File: config.mk
export PLATFORM = sky130hd
export DESIGN_NAME = pc_fetch_unit_flat
export DESIGN_NICKNAME = d
export VERILOG_FILES = /design/src/rtl/pc_fetch_unit_if.sv /design/src/rtl/pc_fetch_unit.sv /design/src/flat_wrapper.sv
export SDC_FILE = /design/constraint.sdc
export NUM_CORES = 1
export LEC_CHECK = 0
export CORE_AREA = 2 2 127 129
export CTS_BUF_LIST = sky130_fd_sc_hd__clkbuf_8
export DETAILED_ROUTE_END_ITERATION = 6
export DIE_AREA = 0 0 129 131
export DONT_BUFFER_PORTS = 1
export SETUP_SLACK_MARGIN = 0.4
export SYNTH_ARGS = -nofsm -noshare
export SYNTH_HDL_FRONTEND = slang
export SYNTH_SLANG_ARGS = --single-unit
File: constraint.sdc
create_clock -name clk -period 4.55 [get_ports clk]
set_input_delay 0.6825 -clock clk [delete_from_list [all_inputs] [get_ports clk]]
set_output_delay 0.6825 -clock clk [all_outputs]
set_load 0.01 [all_outputs]
File: src/rtl/pc_fetch_unit_if.sv
// pc_fetch_unit_if: bundles the next-PC, instruction-memory and decode-side
// signals of the program-counter / fetch sequencer.
//   master : the fetch unit itself
//   slave  : the surrounding core (next-PC logic, instruction memory, decode)
interface pc_fetch_unit_if;
  logic [63:0] next_pc;
  logic [63:0] current_pc;
  logic        imem_req;
  logic [63:0] imem_addr;
  logic        imem_ack;
  logic [31:0] imem_data;
  logic [31:0] instruction;
  logic        instr_valid;
  logic        instr_taken;
  logic [63:0] retire_count;
  logic        fetch_fault;
  logic [1:0]  fault_cause;

  modport master (
    input  next_pc, imem_ack, imem_data, instr_taken,
    output current_pc, imem_req, imem_addr, instruction, instr_valid,
           retire_count, fetch_fault, fault_cause
  );

  modport slave (
    output next_pc, imem_ack, imem_data, instr_taken,
    input  current_pc, imem_req, imem_addr, instruction, instr_valid,
           retire_count, fetch_fault, fault_cause
  );
endinterface

File: src/rtl/pc_fetch_unit.sv
// pc_fetch_unit: program-counter register and instruction-fetch sequencer.
// Holds the current PC, fetches the word at that PC over a req/ack handshake,
// presents it to decode and commits the next PC when decode takes it.
// A request that waits TIMEOUT cycles without an ack raises a sticky fault;
// only reset leaves the fault state.
// Optional feature macro: PC_ALIGN_CHECK_EN -- when defined, committing a
// next PC whose low two bits are non-zero raises a misalignment fault
// instead of issuing the next fetch.
// CNT_W must satisfy 2**CNT_W > TIMEOUT, and TIMEOUT must be at least 1.
module pc_fetch_unit #(
  parameter logic [63:0] RESET_PC = 64'h0,
  parameter int          TIMEOUT  = 16,
  parameter int          CNT_W    = 5
) (
  input  logic             clk,
  input  logic             rst_n,
  pc_fetch_unit_if.master  bus
);

  typedef enum logic [1:0] {
    S_REQ   = 2'd0,
    S_VALID = 2'd1,
    S_FAULT = 2'd2
  } state_t;

  localparam logic [CNT_W-1:0] CNT_LAST    = CNT_W'(TIMEOUT - 1);
  localparam logic [1:0]       CAUSE_TMO   = 2'b01;
  localparam logic [1:0]       CAUSE_ALIGN = 2'b10;

  state_t           state_q;
  state_t           state_d;
  logic [CNT_W-1:0] timeout_cnt;
  logic [63:0]      current_pc;
  logic [31:0]      instruction;
  logic             instr_valid;
  logic [63:0]      retire_count;
  logic             fetch_fault;
  logic [1:0]       fault_cause;

  logic load_instr;
  logic commit;
  logic raise_timeout;
  logic raise_align;

  // State register; reset restarts fetching from S_REQ and abandons any open request
  always_ff @(posedge clk or negedge rst_n) begin
    if (!rst_n) begin
      state_q <= S_REQ;
    end else begin
      state_q <= state_d;
    end
  end

  // Next-state decode and the one-cycle event strobes that drive the datapath
  always_comb begin
    state_d       = state_q;
    load_instr    = 1'b0;
    commit        = 1'b0;
    raise_timeout = 1'b0;
    raise_align   = 1'b0;
    case (state_q)
      S_REQ: begin
        if (bus.imem_ack) begin
          load_instr = 1'b1;
          state_d    = S_VALID;
        end else if (timeout_cnt == CNT_LAST) begin
          raise_timeout = 1'b1;
          state_d       = S_FAULT;
        end
      end
      S_VALID: begin
        if (bus.instr_taken) begin
          commit  = 1'b1;
          state_d = S_REQ;
`ifdef PC_ALIGN_CHECK_EN
          if (bus.next_pc[1:0] != 2'b00) begin
            raise_align = 1'b1;
            state_d     = S_FAULT;
          end
`endif
        end
      end
      S_FAULT: begin
        state_d = S_FAULT;
      end
      default: begin
        state_d = S_REQ;
      end
    endcase
  end

  // Datapath: timeout counter, PC, fetched word, retire counter and sticky fault
  always_ff @(posedge clk or negedge rst_n) begin
    if (!rst_n) begin
      timeout_cnt  <= '0;
      current_pc   <= RESET_PC;
      instruction  <= 32'h0;
      instr_valid  <= 1'b0;
      retire_count <= 64'h0;
      fetch_fault  <= 1'b0;
      fault_cause  <= 2'b00;
    end else begin
      if (load_instr) begin
        timeout_cnt <= '0;
      end else if (state_q == S_REQ) begin
        timeout_cnt <= timeout_cnt + 1'b1;
      end

      if (load_instr) begin
        instruction <= bus.imem_data;
        instr_valid <= 1'b1;
      end

      if (commit) begin
        current_pc   <= bus.next_pc;
        retire_count <= retire_count + 64'd1;
        instr_valid  <= 1'b0;
      end

      if (raise_timeout) begin
        fetch_fault <= 1'b1;
        fault_cause <= CAUSE_TMO;
      end else if (raise_align) begin
        fetch_fault <= 1'b1;
        fault_cause <= CAUSE_ALIGN;
      end
    end
  end

  // The request is held low for as long as reset is asserted
  assign bus.imem_req     = (state_q == S_REQ) && rst_n;
  assign bus.imem_addr    = current_pc;
  assign bus.current_pc   = current_pc;
  assign bus.instruction  = instruction;
  assign bus.instr_valid  = instr_valid;
  assign bus.retire_count = retire_count;
  assign bus.fetch_fault  = fetch_fault;
  assign bus.fault_cause  = fault_cause;

endmodule

File: src/flat_wrapper.sv
// flat-port wrapper written by rule: the top's interface ports become plain ports
module pc_fetch_unit_flat 
#(
  parameter logic [63:0] RESET_PC = 64'h0,
  parameter int          TIMEOUT  = 16,
  parameter int          CNT_W    = 5
)
  (clk, rst_n, bus_next_pc, bus_imem_ack, bus_imem_data, bus_instr_taken, bus_current_pc, bus_imem_req, bus_imem_addr, bus_instruction, bus_instr_valid, bus_retire_count, bus_fetch_fault, bus_fault_cause);
  pc_fetch_unit_if bus_i ();
  input  logic clk;
  input  logic rst_n;
  input wire logic [$bits(bus_i.next_pc)-1:0] bus_next_pc;
  input wire logic [$bits(bus_i.imem_ack)-1:0] bus_imem_ack;
  input wire logic [$bits(bus_i.imem_data)-1:0] bus_imem_data;
  input wire logic [$bits(bus_i.instr_taken)-1:0] bus_instr_taken;
  output wire logic [$bits(bus_i.current_pc)-1:0] bus_current_pc;
  output wire logic [$bits(bus_i.imem_req)-1:0] bus_imem_req;
  output wire logic [$bits(bus_i.imem_addr)-1:0] bus_imem_addr;
  output wire logic [$bits(bus_i.instruction)-1:0] bus_instruction;
  output wire logic [$bits(bus_i.instr_valid)-1:0] bus_instr_valid;
  output wire logic [$bits(bus_i.retire_count)-1:0] bus_retire_count;
  output wire logic [$bits(bus_i.fetch_fault)-1:0] bus_fetch_fault;
  output wire logic [$bits(bus_i.fault_cause)-1:0] bus_fault_cause;
  assign bus_i.next_pc = bus_next_pc;
  assign bus_i.imem_ack = bus_imem_ack;
  assign bus_i.imem_data = bus_imem_data;
  assign bus_i.instr_taken = bus_instr_taken;
  assign bus_current_pc = bus_i.current_pc;
  assign bus_imem_req = bus_i.imem_req;
  assign bus_imem_addr = bus_i.imem_addr;
  assign bus_instruction = bus_i.instruction;
  assign bus_instr_valid = bus_i.instr_valid;
  assign bus_retire_count = bus_i.retire_count;
  assign bus_fetch_fault = bus_i.fetch_fault;
  assign bus_fault_cause = bus_i.fault_cause;
  pc_fetch_unit #(.RESET_PC(RESET_PC), .TIMEOUT(TIMEOUT), .CNT_W(CNT_W)) u_core (.clk(clk), .rst_n(rst_n), .bus(bus_i));
endmodule
### Word level (Yosys, flattened, before mapping)

Index checks and enable logic that the tools add are counted.

| storage, ports and cells | value |
|---|---|
| flip-flop bits (word level) | 169 |
| output and inout port bits | 229 |

| cells by class | value |
|---|---|
| add/subtract/negate cells | 2 |
| equal/unequal tests | 5 |
| multiplexer cells | 15 |
| reduce and logical (&&, ||, !) cells | 5 |

Operators by type and width:

| operator | number |
|---|---|
| adder 64 x 1 -> 64 bit (second input constant) | 1 |
| two-way mux 5 bit | 2 |
| two-way mux 1 bit | 9 |
| two-way mux 2 bit | 3 |
| case mux 2 bit (3 select lines) | 1 |
| adder 5 x 1 -> 5 bit (second input constant) | 1 |
| equality test 5 x 4 -> 1 bit (second input constant) | 1 |
| nonzero test 2 bit | 2 |
| != test 3 x 2 -> 1 bit (second input constant) | 1 |
| equality test 2 x 1 -> 1 bit (second input constant) | 1 |
| equality test 2 bit (second input constant) | 1 |
| logical NOT 2 bit | 1 |
| != test 2 bit (second input constant) | 1 |
| AND reduction 2 bit | 1 |
| logical AND 1 bit | 1 |

### Longest topological paths before layout

Gate-level depths: netlist (run 1).

| depth | value |
|---|---|
| depth after elaboration | 4 |
| mapped depth | 7 |
| depth with buffers taken out | 6 |

### Worst setup path before layout (run 1)

No wires, ideal clock.

| timing | value |
|---|---|
| kind | input -> register |
| start | input bus_instr_taken |
| end | register u_core.retire_count[59], in the netlist u_core.bus.retire_count[59] |
| setup time | 79 ps |
| arrival time | 2082 ps |
| slack | 2389 ps |
| stages | 7 |
| path buffers | 2 |
| path through | nand3b_1 buf_6 nor4_4 nand4_1 buf_2 nor3_1 xor2_1 |

| on the way | value |
|---|---|
| word-level cells in the longest chain between the ends | 2 |

Ends and longest elaborated chain:

| item | line | RTL |
|---|---|---|
| from (decl) | flat_wrapper.sv:15 | `input wire logic [$bits(bus_i.instr_taken)-1:0] bus_instr_taken;` |
| two-way mux 1 bit | pc_fetch_unit.sv:72 | `if (bus.instr_taken) begin` |
| two-way mux 1 bit | pc_fetch_unit.sv:61 | `case (state_q)` |
| to (signal assigned) | pc_fetch_unit.sv:116 | `retire_count <= retire_count + 64'd1;` |
| to (decl) | pc_fetch_unit.sv:36 | `logic [63:0] retire_count;` |

Every way passes these cells.
A chain may end at the register's enable or synchronous reset.

### Worst setup path in the final report (run 1)

| timing | value |
|---|---|
| start | register u_core.retire_count[5], in the netlist u_core.bus.retire_count[5] |
| end | register u_core.retire_count[63], in the netlist u_core.bus.retire_count[63] |

| on the way | value |
|---|---|
| word-level cells in the longest chain between the ends | 1 |

Ends and longest elaborated chain:

| item | line |
|---|---|
| adder 64 x 1 -> 64 bit | pc_fetch_unit.sv:116 |

Every way passes these cells.

==> qor.json, run 1 <==
{
  "globalRouteOverflowTotal": {"value": 0},
  "cp_data_arrival_time": {"value": 3.25, "unit": "ns"},
  "place.gp.congestion": {"value": 0.769},
  "core.rowCount": {"value": 46},
  "drcViolationCount": {"value": 0},
  "finalSetupTns": {"value": 0, "unit": "ns"},
  "clock_tree_from_tritoncts": {"value": "yes"},
  "timing.hold.ws": {"value": -0.0764, "unit": "ns"},
  "antenna_found_initial": {"value": 0},
  "multi_input_comb_area": {"value": 2560, "unit": "um2"},
  "placed_cells_incl_taps": {"value": 854},
  "cts_max_level": {"value": 4},
  "pin_count_of_the_biggest_net_entering_global_routing": {"value": 171},
  "floorplan.initialDensity": {"value": 0.476},
  "vias_per_cell": {"value": 5.40},
  "synth-seq-cells": {"value": 169},
  "clk_latency": {"value": 0.45, "unit": "ns"},
  "grt_pass1_vias": {"value": 4797},
  "post_cts.resized_instances": {"value": 0},
  "hold_class": {"value": "in -> async"},
  "tritoncts_num_sinks": {"value": 169},
  "dr.pass1.iters": {"value": 6},
  "power": {"value": 3.50, "unit": "mW"},
  "detail_route.wl_per_cell": {"value": 19.2, "unit": "um"},
  "power.leakage": {"value": 3.69, "unit": "nW"},
  "worst-setup-path-type": {"value": "reg -> reg"},
  "final-setup-viol-count": {"value": 0},
  "netlist-cell-type-count": {"value": 33},
  "place.port_buffers": {"value": 0},
  "syn-cell-area": {"value": 7430, "unit": "um2"},
  "dp_hpwl": {"value": 12.0, "unit": "mm"},
  "n_antenna_cell": {"value": 0},
  "cts-buffers-inserted": {"value": 17},
  "finalWirelength": {"value": 17.0, "unit": "mm"},
  "crit_path_start_kind": {"value": "flop"},
  "clkSlewWorstSetupHoldPaths": {"value": 0.09, "unit": "ns"},
  "fill_cells": {"value": 1460},
  "clk_root_buffer_cell": {"value": "sky130_fd_sc_hd__clkbuf_8"},
  "boundaryPins": {"value": 329},
  "seq_area_frac_synth": {"value": 0.569},
  "power.ir.vdd_worst": {"value": 0.000227, "unit": "V"},
  "first_pass_grt_wire_length": {"value": 25.7, "unit": "mm"},
  "synth_area_per_cell": {"value": 10.2, "unit": "um2"},
  "floorplan.die_area": {"value": 16900, "unit": "um2"},
  "ff_latch_area": {"value": 4230, "unit": "um2"},
  "cp_max_fo": {"value": 11},
  "area_delta_synth_final": {"value": 0.909, "unit": "%"},
  "drv_slew": {"value": 0},
  "cts_setup_buffers": {"value": 0},
  "synth_async_reset_ratio": {"value": 1.00},
  "pwr_density_cell": {"value": 467, "unit": "nW/um2"},
  "finish.cell_count_without_fillers": {"value": 886},
  "maxSlewHeadroom": {"value": 0.280},
  "r2r_cells": {"value": 5},
  "worstSetupEndpointType": {"value": "flop"},
  "vertical_die_dimension": {"value": 131, "unit": "um"},
  "drtAntennaViolNets": {"value": 0},
  "finish.net_count": {"value": 760},
  "unrepaired_setup_endpoints_after_global_routing": {"value": "false"},
  "syn_nets": {"value": 830},
  "cts_buffer_depth": {"value": 2},
  "detail_route.iter0.violations": {"value": 273},
  "postSynthCellCount": {"value": 727},
  "period_share": {"value": 0.634},
  "main_synth_ff_type": {"value": "sky130_fd_sc_hd__dfrtp_1"},
  "finClkSkew": {"value": 0.0133, "unit": "ns"},
  "cap_violations": {"value": 0},
  "max_slew.worst_pin.slew": {"value": 1.08, "unit": "ns"},
  "worst_ep_required_time": {"value": 4.91, "unit": "ns"},
  "global_route.usage.total": {"value": 0.200},
  "drive_above_1_share": {"value": 0.107},
  "timing_hold_violations_final": {"value": 148},
  "max_freq": {"value": 347, "unit": "MHz"},
  "core_area": {"value": 15600, "unit": "um2"},
  "failing_checks": {"value": "negative hold slack"},
  "synth_enable_flop_cells": {"value": 0},
  "synth.yosys.warnings": {"value": 0},
  "post-route-min-period": {"value": 2.89, "unit": "ns"},
  "vias": {"value": 4782},
  "dieWidth": {"value": 129, "unit": "um"},
  "outcome": {"value": "finished with violations"}
}
cell usage in the layout (no fill, tap or decap), types with 2 or more instances in the layout:
| cell type | synthesis | routed |
|---|---|---|
| sky130_fd_sc_hd__clkinv_2 | 0 | 2 |
| sky130_fd_sc_hd__and3_1 | 10 | 10 |
| sky130_fd_sc_hd__xor2_1 | 34 | 34 |
| sky130_fd_sc_hd__inv_6 | 0 | 3 |
| sky130_fd_sc_hd__nor2_1 | 28 | 28 |
| sky130_fd_sc_hd__clkbuf_8 | 0 | 19 |
| sky130_fd_sc_hd__nand4_1 | 24 | 24 |
| sky130_fd_sc_hd__mux2_2 | 33 | 33 |
| sky130_fd_sc_hd__nand3b_1 | 2 | 2 |
| sky130_fd_sc_hd__and2_1 | 3 | 3 |
| sky130_fd_sc_hd__nand3_1 | 21 | 21 |
| sky130_fd_sc_hd__ha_1 | 3 | 3 |
| sky130_fd_sc_hd__inv_1 | 11 | 11 |
| sky130_fd_sc_hd__nand2_1 | 223 | 223 |
| sky130_fd_sc_hd__nor4_4 | 2 | 2 |
| sky130_fd_sc_hd__nor3_1 | 15 | 15 |
| sky130_fd_sc_hd__o21ai_0 | 4 | 4 |
| sky130_fd_sc_hd__nor4_1 | 13 | 13 |
| sky130_fd_sc_hd__clkinvlp_4 | 0 | 3 |
| sky130_fd_sc_hd__clkinv_4 | 0 | 3 |
| sky130_fd_sc_hd__a21o_1 | 2 | 2 |
| sky130_fd_sc_hd__xnor2_1 | 29 | 29 |
| sky130_fd_sc_hd__dfrtp_1 | 169 | 169 |
| sky130_fd_sc_hd__buf_4 | 66 | 2 |
cells in the mapped netlist, types with 2 or more instances:
| cell | n | area [um2] |
|---|---|---|
| sky130_fd_sc_hd__a21o_1 | 2 | 15.0 |
| sky130_fd_sc_hd__and2_1 | 3 | 18.8 |
| sky130_fd_sc_hd__and3_1 | 10 | 62.6 |
| sky130_fd_sc_hd__buf_1 | 3 | 11.3 |
| sky130_fd_sc_hd__buf_4 | 66 | 495 |
| sky130_fd_sc_hd__clkbuf_1 | 20 | 75.1 |
| sky130_fd_sc_hd__dfrtp_1 | 169 | 4230 |
| sky130_fd_sc_hd__ha_1 | 3 | 37.5 |
| sky130_fd_sc_hd__inv_1 | 11 | 41.3 |
| sky130_fd_sc_hd__mux2_2 | 33 | 372 |
| sky130_fd_sc_hd__nand2_1 | 223 | 837 |
| sky130_fd_sc_hd__nand3_1 | 21 | 105 |
| sky130_fd_sc_hd__nand3b_1 | 2 | 15.0 |
| sky130_fd_sc_hd__nand4_1 | 24 | 150 |
| sky130_fd_sc_hd__nor2_1 | 28 | 105 |
| sky130_fd_sc_hd__nor3_1 | 15 | 75.1 |
| sky130_fd_sc_hd__nor4_1 | 13 | 81.3 |
| sky130_fd_sc_hd__nor4_4 | 2 | 42.5 |
| sky130_fd_sc_hd__o21ai_0 | 4 | 20.0 |
| sky130_fd_sc_hd__xnor2_1 | 29 | 254 |
| sky130_fd_sc_hd__xor2_1 | 34 | 298 |
registers in the layout (all words and copies together) (netlist names):
signal	cells
u_core.bus.retire_count	64
u_core.bus.instruction	32
u_core.bus.current_pc	64
u_core.bus.fetch_fault	1
u_core.bus.instr_valid	1
u_core.state_q	2
u_core.timeout_cnt	5
worst paths after layout:
| check | startpoint | endpoint | slack (ns) |
|---|---|---|---|
| min in group clk | bus_instr_taken | u_core.state_q[0] | 0.33 |
| worst max register to register | u_core.bus.retire_count[5] | u_core.bus.retire_count[63] | 1.66 |
| worst max-delay path | u_core.bus.retire_count[5] | u_core.bus.retire_count[63] | 1.66 |
| max in group asynchronous | rst_n | u_core.bus.current_pc[45] | 4.30 |
| worst min-delay path | rst_n | u_core.bus.instruction[13] | -0.08 |
| worst min register to register | u_core.state_q[1] | u_core.state_q[0] | 0.49 |
logic make-up (layout without fill, tap and decap cells):
| logic type | after synthesis | after routing | synth area share |
|---|---|---|---|
| flops | 169 | 169 | 0.569 |
| fa+ha+maj | 3 | 3 | 0.00505 |
| xor+xnor | 63 | 63 | 0.0743 |
| compound gates | 8 | 8 | 0.00640 |
| other cells | 1 | 1 | 0.000505 |
| buf+inv | 102 | 45 | 0.0861 |
| mux | 33 | 33 | 0.0500 |
| simple gates | 348 | 348 | 0.208 |
where the power goes:
group / switching, mW / internal, mW
logic: 0.168 / 0.151
clock network: 0.557 / 0.466
registers: 0.425 / 1.74
area by class of cell:
class,instances,area share
clock buffer,19,0.0349
sequential,169,0.564
clock inverter,13,0.0159
timing repair buffer,2,0.00200
tap,216,0.0360
inverter,11,0.00551
multi-input combinational,456,0.342
layer usage:
metal,GRT usage,up-vias,part of all wire
met2,0.339,243,0.51
met1,0.223,2359,0.37
met4,0.0703,0,0.018
met5,0,-,0
met3,0.0936,27,0.099
li1,-,2153,-
critical path: stages (launching register included):
cell and delay [ns]:
sky130_fd_sc_hd__dfrtp_1 0.48, sky130_fd_sc_hd__nand4_1 0.31, sky130_fd_sc_hd__nor4_4 0.65, sky130_fd_sc_hd__nand4_1 0.66, sky130_fd_sc_hd__nor4_1 0.51, sky130_fd_sc_hd__xor2_1 0.19
per-stage QoR:
step	area [um2]	hold slack, ns	setup slack [ns]	util
CTS	7500	-0.115	1.66	0.481
global route	7500	-0.129	1.39	0.481
finish	7500	-0.0764	1.66	0.481
floorplan	7430	0.387	2.39	-
global placement	7120	0.390	1.66	0.456
detailed placement	7120	0.389	1.63	0.456
Note: power is estimated with default switching activity, not from simulation.
==> inputs of run 2 (changes only) <==
- ABC_AREA: unset -> 1
- CORE_AREA: 2 2 127 129 -> 2 2 129 131
- DIE_AREA: 0 0 129 131 -> 0 0 131 133
- PLACE_DENSITY: unset -> 0.69
- clock period: 4.55 -> 2.4 ns (I/O delays scaled with it)
==> run 2 against run 1 <==
  * Largest power group unchanged
  * Design area grew 24%
  * Register-to-register slack lost 1.1 ns
  * Clock skew increased by 0.0019 ns
  * Clock power rose by 110%
  * Critical endpoint is now u_core.bus.retire_count[42]
  * Synthesized area is 11% higher
  * The flow still finishes with violations (negative hold slack)
==> qor.json, run 2 <==
{
  "outcome": {"value": "finished with violations", "change": "unchanged"},
  "failing_checks": {"value": "negative hold slack", "change": "unchanged"},
  "drtAntennaViolNets": {"value": 0, "change": "unchanged"},
  "place.port_buffers": {"value": 0, "change": "unchanged"},
  "power.leakage": {"value": 4.51, "unit": "nW", "change": "was 3.69 nW"},
  "critical_path.top_delay_family": {"value": "simple AND/OR/NAND/NOR gates", "change": "unchanged"},
  "dp_hpwl": {"value": 15.0, "unit": "mm", "change": "was 12.0 mm"},
  "floorplan.initialDensity": {"value": 0.509, "change": "was 0.476"},
  "worst-path-buf-inv": {"value": 2, "change": "was 0"},
  "cts_setup_buffers": {"value": 0, "change": "unchanged"},
  "clockPowerShare": {"value": 0.238, "change": "was 0.292"},
  "area_delta_synth_final": {"value": 12.9, "unit": "%", "change": "was 0.909%"},
  "cp_slowest_stage_delay": {"value": 0.46, "unit": "ns", "change": "was 0.66 ns"},
  "yosys_top_cell_by_area": {"value": "sky130_fd_sc_hd__dfrtp_1", "change": "unchanged"},
  "cap_violations": {"value": 0, "change": "unchanged"},
  "seq_power_share": {"value": 0.585, "change": "was 0.617"},
  "detail_route.wl_per_cell": {"value": 17.1, "unit": "um", "change": "was 19.2 um"},
  "detail_route.iter0.violations": {"value": 446, "change": "was 273"},
  "cts_max_level": {"value": 4, "change": "unchanged"},
  "synth.yosys.warnings": {"value": 0, "change": "unchanged"},
  "finalWirelength": {"value": 22.0, "unit": "mm", "change": "was 17.0 mm"},
  "postPlaceCellArea": {"value": 7960, "unit": "um2", "change": "was 7120 um2"},
  "max_slew.worst_pin.slew": {"value": 0.560, "unit": "ns", "change": "was 1.08 ns"},
  "netlist_top_cells_area": {"value": "sky130_fd_sc_hd__dfrtp_1 (51%), sky130_fd_sc_hd__nand2_1 (20%), sky130_fd_sc_hd__buf_4 (6.1%)", "change": "was sky130_fd_sc_hd__dfrtp_1 (57%), sky130_fd_sc_hd__nand2_1 (11%), sky130_fd_sc_hd__buf_4 (6.7%)"},
  "worstSetupEndpointType": {"value": "flop", "change": "unchanged"},
  "clock_tree_from_tritoncts": {"value": "yes", "change": "unchanged"},
  "period_share": {"value": 0.763, "change": "was 0.634"},
  "cp_max_fo": {"value": 5, "change": "was 11"},
  "clkSlewWorstSetupHoldPaths": {"value": 0.10, "unit": "ns", "change": "was 0.09 ns"},
  "worst_case_setup_slack_after_placement": {"value": 0.559, "unit": "ns", "change": "was 1.63 ns"},
  "largestRegisters": {"value": "u_core.bus.current_pc: 64 flops, u_core.bus.retire_count: 64 flops, u_core.bus.instruction: 32 flops", "change": "unchanged"},
  "crit_path_start_kind": {"value": "flop", "change": "unchanged"},
  "post-route-min-period": {"value": 1.83, "unit": "ns", "change": "was 2.89 ns"},
  "cts_buffer_depth": {"value": 2, "change": "unchanged"},
  "crit_chain": {"value": "ha_1 > nand3_1 > inv_1 > nand2_2 > nor2_2 > nand2_1 > nor2_2 > nand3_1 > nand2_1 > inv_1", "change": "was nand4_1 > nor4_4 > nand4_1 > nor4_1 > xor2_1"},
  "drv_slew": {"value": 0, "change": "unchanged"},
  "first_pass_grt_wire_length": {"value": 34.5, "unit": "mm", "change": "was 25.7 mm"},
  "cts-buffers-inserted": {"value": 17, "change": "unchanged"},
  "fin_area": {"value": 9300, "unit": "um2", "change": "was 7500 um2"},
  "boundaryPins": {"value": 329, "change": "unchanged"},
  "power.share.combinational": {"value": 0.177, "change": "was 0.091"},
  "drive_above_1_share": {"value": 0.0657, "change": "was 0.107"},
  "finClkSkew": {"value": 0.0151, "unit": "ns", "change": "was 0.0133 ns"},
  "final_common_cell": {"value": "sky130_fd_sc_hd__nand2_1", "change": "unchanged"},
  "post_cts_hold_buffer_count": {"value": 90},
  "synth_async_reset_ratio": {"value": 1.00, "change": "unchanged"},
  "tritoncts_num_sinks": {"value": 169, "change": "unchanged"},
  "clk_root_buffer_cell": {"value": "sky130_fd_sc_hd__clkbuf_8", "change": "unchanged"},
  "drcViolationCount": {"value": 0, "change": "unchanged"},
  "power.ir.vdd_worst": {"value": 0.000632, "unit": "V", "change": "was 0.000227 V"},
  "global_route.usage.total": {"value": 0.257, "change": "was 0.200"},
  "slowest_stage": {"value": "sky130_fd_sc_hd__dfrtp_1", "change": "was sky130_fd_sc_hd__nand4_1"},
  "syn_nets": {"value": 1129, "change": "was 830"},
  "clk_latency": {"value": 0.46, "unit": "ns", "change": "was 0.45 ns"},
  "netlist-cell-type-count": {"value": 33, "change": "unchanged"},
  "seq_area_frac_synth": {"value": 0.514, "change": "was 0.569"},
  "synth_enable_flop_cells": {"value": 0, "change": "unchanged"},
  "fill_cells": {"value": 1470, "change": "was 1460"},
  "finish.net_count": {"value": 1155, "change": "was 760"},
  "postSynthCellCount": {"value": 1026, "change": "was 727"},
  "core_area": {"value": 16200, "unit": "um2", "change": "was 15600 um2"},
  "synth-seq-cells": {"value": 169, "change": "unchanged"},
  "timing.hold.ws": {"value": -0.425, "unit": "ns", "change": "was -0.0764 ns"},
  "power": {"value": 8.91, "unit": "mW", "change": "was 3.50 mW"},
  "pwr_density_cell": {"value": 958, "unit": "nW/um2", "change": "was 467 nW/um2"},
  "synth_area_per_cell": {"value": 8.02, "unit": "um2", "change": "was 10.2 um2"},
  "n_antenna_cell": {"value": 0, "change": "unchanged"},
  "pin_count_of_the_biggest_net_entering_global_routing": {"value": 171, "change": "unchanged"},
  "cp_data_arrival_time": {"value": 2.20, "unit": "ns", "change": "was 3.25 ns"},
  "total_switching_power": {"value": 3.71, "unit": "mW", "change": "was 1.15 mW"},
  "vias": {"value": 6612, "change": "was 4782"},
  "place.gp.congestion": {"value": 0.967, "change": "was 0.769"},
  "synth_most_common_cell": {"value": "sky130_fd_sc_hd__nand2_1", "change": "unchanged"},
  "layout.cells.most_common_list": {"value": "sky130_fd_sc_hd__nand2_1 (442), sky130_fd_sc_hd__dfrtp_1 (168), sky130_fd_sc_hd__nor2_1 (93)", "change": "was sky130_fd_sc_hd__nand2_1 (223), sky130_fd_sc_hd__dfrtp_1 (169), sky130_fd_sc_hd__xor2_1 (34)"},
  "main_synth_ff_type": {"value": "sky130_fd_sc_hd__dfrtp_1", "change": "unchanged"},
  "vertical_die_dimension": {"value": 133, "unit": "um", "change": "was 131 um"},
  "worst_ep_required_time": {"value": 2.76, "unit": "ns", "change": "was 4.91 ns"},
  "synth_cell_count_leaders": {"value": "sky130_fd_sc_hd__nand2_1 (442), sky130_fd_sc_hd__dfrtp_1 (169), sky130_fd_sc_hd__nor2_1 (95)", "change": "was sky130_fd_sc_hd__nand2_1 (223), sky130_fd_sc_hd__dfrtp_1 (169), sky130_fd_sc_hd__buf_4 (66)"},
  "core.rowCount": {"value": 47, "change": "was 46"},
  "syn-cell-area": {"value": 8230, "unit": "um2", "change": "was 7430 um2"},
  "floorplan.die_area": {"value": 17400, "unit": "um2", "change": "was 16900 um2"},
  "layout_setup_ws": {"value": 0.569, "unit": "ns", "change": "was 1.66 ns"},
  "finalSetupTns": {"value": 0, "unit": "ns", "change": "unchanged"},
  "timing_hold_violations_final": {"value": 169, "change": "was 148"},
  "dieWidth": {"value": 131, "unit": "um", "change": "was 129 um"},
  "final-setup-viol-count": {"value": 0, "change": "unchanged"},
  "hold_class": {"value": "in -> async", "change": "unchanged"},
  "vias_per_cell": {"value": 5.15, "change": "was 5.40"},
  "sw_frac_of_total": {"value": 0.416, "change": "was 0.328"},
  "maxSlewHeadroom": {"value": 0.626, "change": "was 0.280"},
  "grt_pass1_vias": {"value": 6508, "change": "was 4797"},
  "netlist.area_leader.share": {"value": 0.514, "change": "was 0.569"},
  "unrepaired_setup_endpoints_after_global_routing": {"value": "false", "change": "unchanged"},
  "max_freq": {"value": 546, "unit": "MHz", "change": "was 347 MHz"},
  "cellInternalPower": {"value": 5.20, "unit": "mW", "change": "was 2.35 mW"},
  "worst-setup-path-type": {"value": "reg -> reg", "change": "unchanged"},
  "antenna_found_initial": {"value": 0, "change": "unchanged"},
  "globalRouteOverflowTotal": {"value": 0, "change": "unchanged"},
  "ff_latch_area": {"value": 4230, "unit": "um2", "change": "about the same"},
  "dr.pass1.iters": {"value": 5, "change": "was 6"},
  "multi_input_comb_area": {"value": 3160, "unit": "um2", "change": "was 2560 um2"}
}
run 2: per-layer routing:
metal	wire length, um	up-vias	track usage	part of all wire
met5	0	-	0	0
met4	614	0	0.0981	0.028
met3	1790	48	0.0821	0.081
met2	10900	286	0.417	0.49
met1	8770	3149	0.320	0.40
li1	-	3129	-	-
run 2: path summary, 6_finish.rpt:
kind / endpoint / slack [ns] / cells after the start / start
worst max-delay path: u_core.bus.retire_count[42] / 0.57 / 10 / u_core.bus.retire_count[0]
worst max register to register: u_core.bus.retire_count[42] / 0.57 / 10 / u_core.bus.retire_count[0]
max in group asynchronous: u_core.bus.retire_count[7] / 2.42 / 0 / rst_n
min in group clk: u_core.bus.current_pc[41] / 0.02 / 2 / bus_next_pc[41]
worst min register to register: u_core.timeout_cnt[3] / 0.53 / 2 / u_core.timeout_cnt[3]
worst min-delay path: u_core.bus.current_pc[47] / -0.42 / 0 / rst_n
run 2: final cells by class:
cell class,instances,share of cell area
timing repair buffer,95,0.102
tap,220,0.0296
inverter,70,0.0283
clock buffer,18,0.0267
sequential,169,0.455
multi-input combinational,699,0.340
clock inverter,14,0.0183
run 2: power groups by stage:
stage	registers [mW]	logic, mW	clock network (mW)
2_1_floorplan	4.65	2.12	0
3_3_place_gp	5.24	1.36	0
3_5_place_dp	5.23	1.44	0
4_1_cts	5.20	1.56	2.17
5_1_grt	5.33	1.85	2.29
6_report	5.21	1.58	2.12
run 2: per-stage QoR:
stage	utilization	instances	hold WS [ns]
finish	0.575	1285	-0.425
global route	0.575	1285	-0.475
CTS	0.574	1285	-0.455
detailed placement	0.492	1163	0.0676
global placement	0.492	1163	0.0681
floorplan	-	1026	0.0644
run 2: kinds of logic (layout without fill, tap and decap cells):
family                   Yosys count  in the layout  share of synthesized area
buffers and inverters            158            197                      0.104
AND/OR/NAND/NOR                  638            638                      0.321
flip-flops                       169            169                      0.514
adder cells (fa/ha/maj)            3              3                    0.00456
XOR/XNOR                          44             44                     0.0468
AO/OA/AOI/OAI                     13             13                    0.00958
other                              1              1                   0.000456
run 2: repair_timing:
item | CTS | global route
setup endpoints to repair | 0 | 5
resized for setup | 0 | 4
hold endpoints to repair | 259 | 169
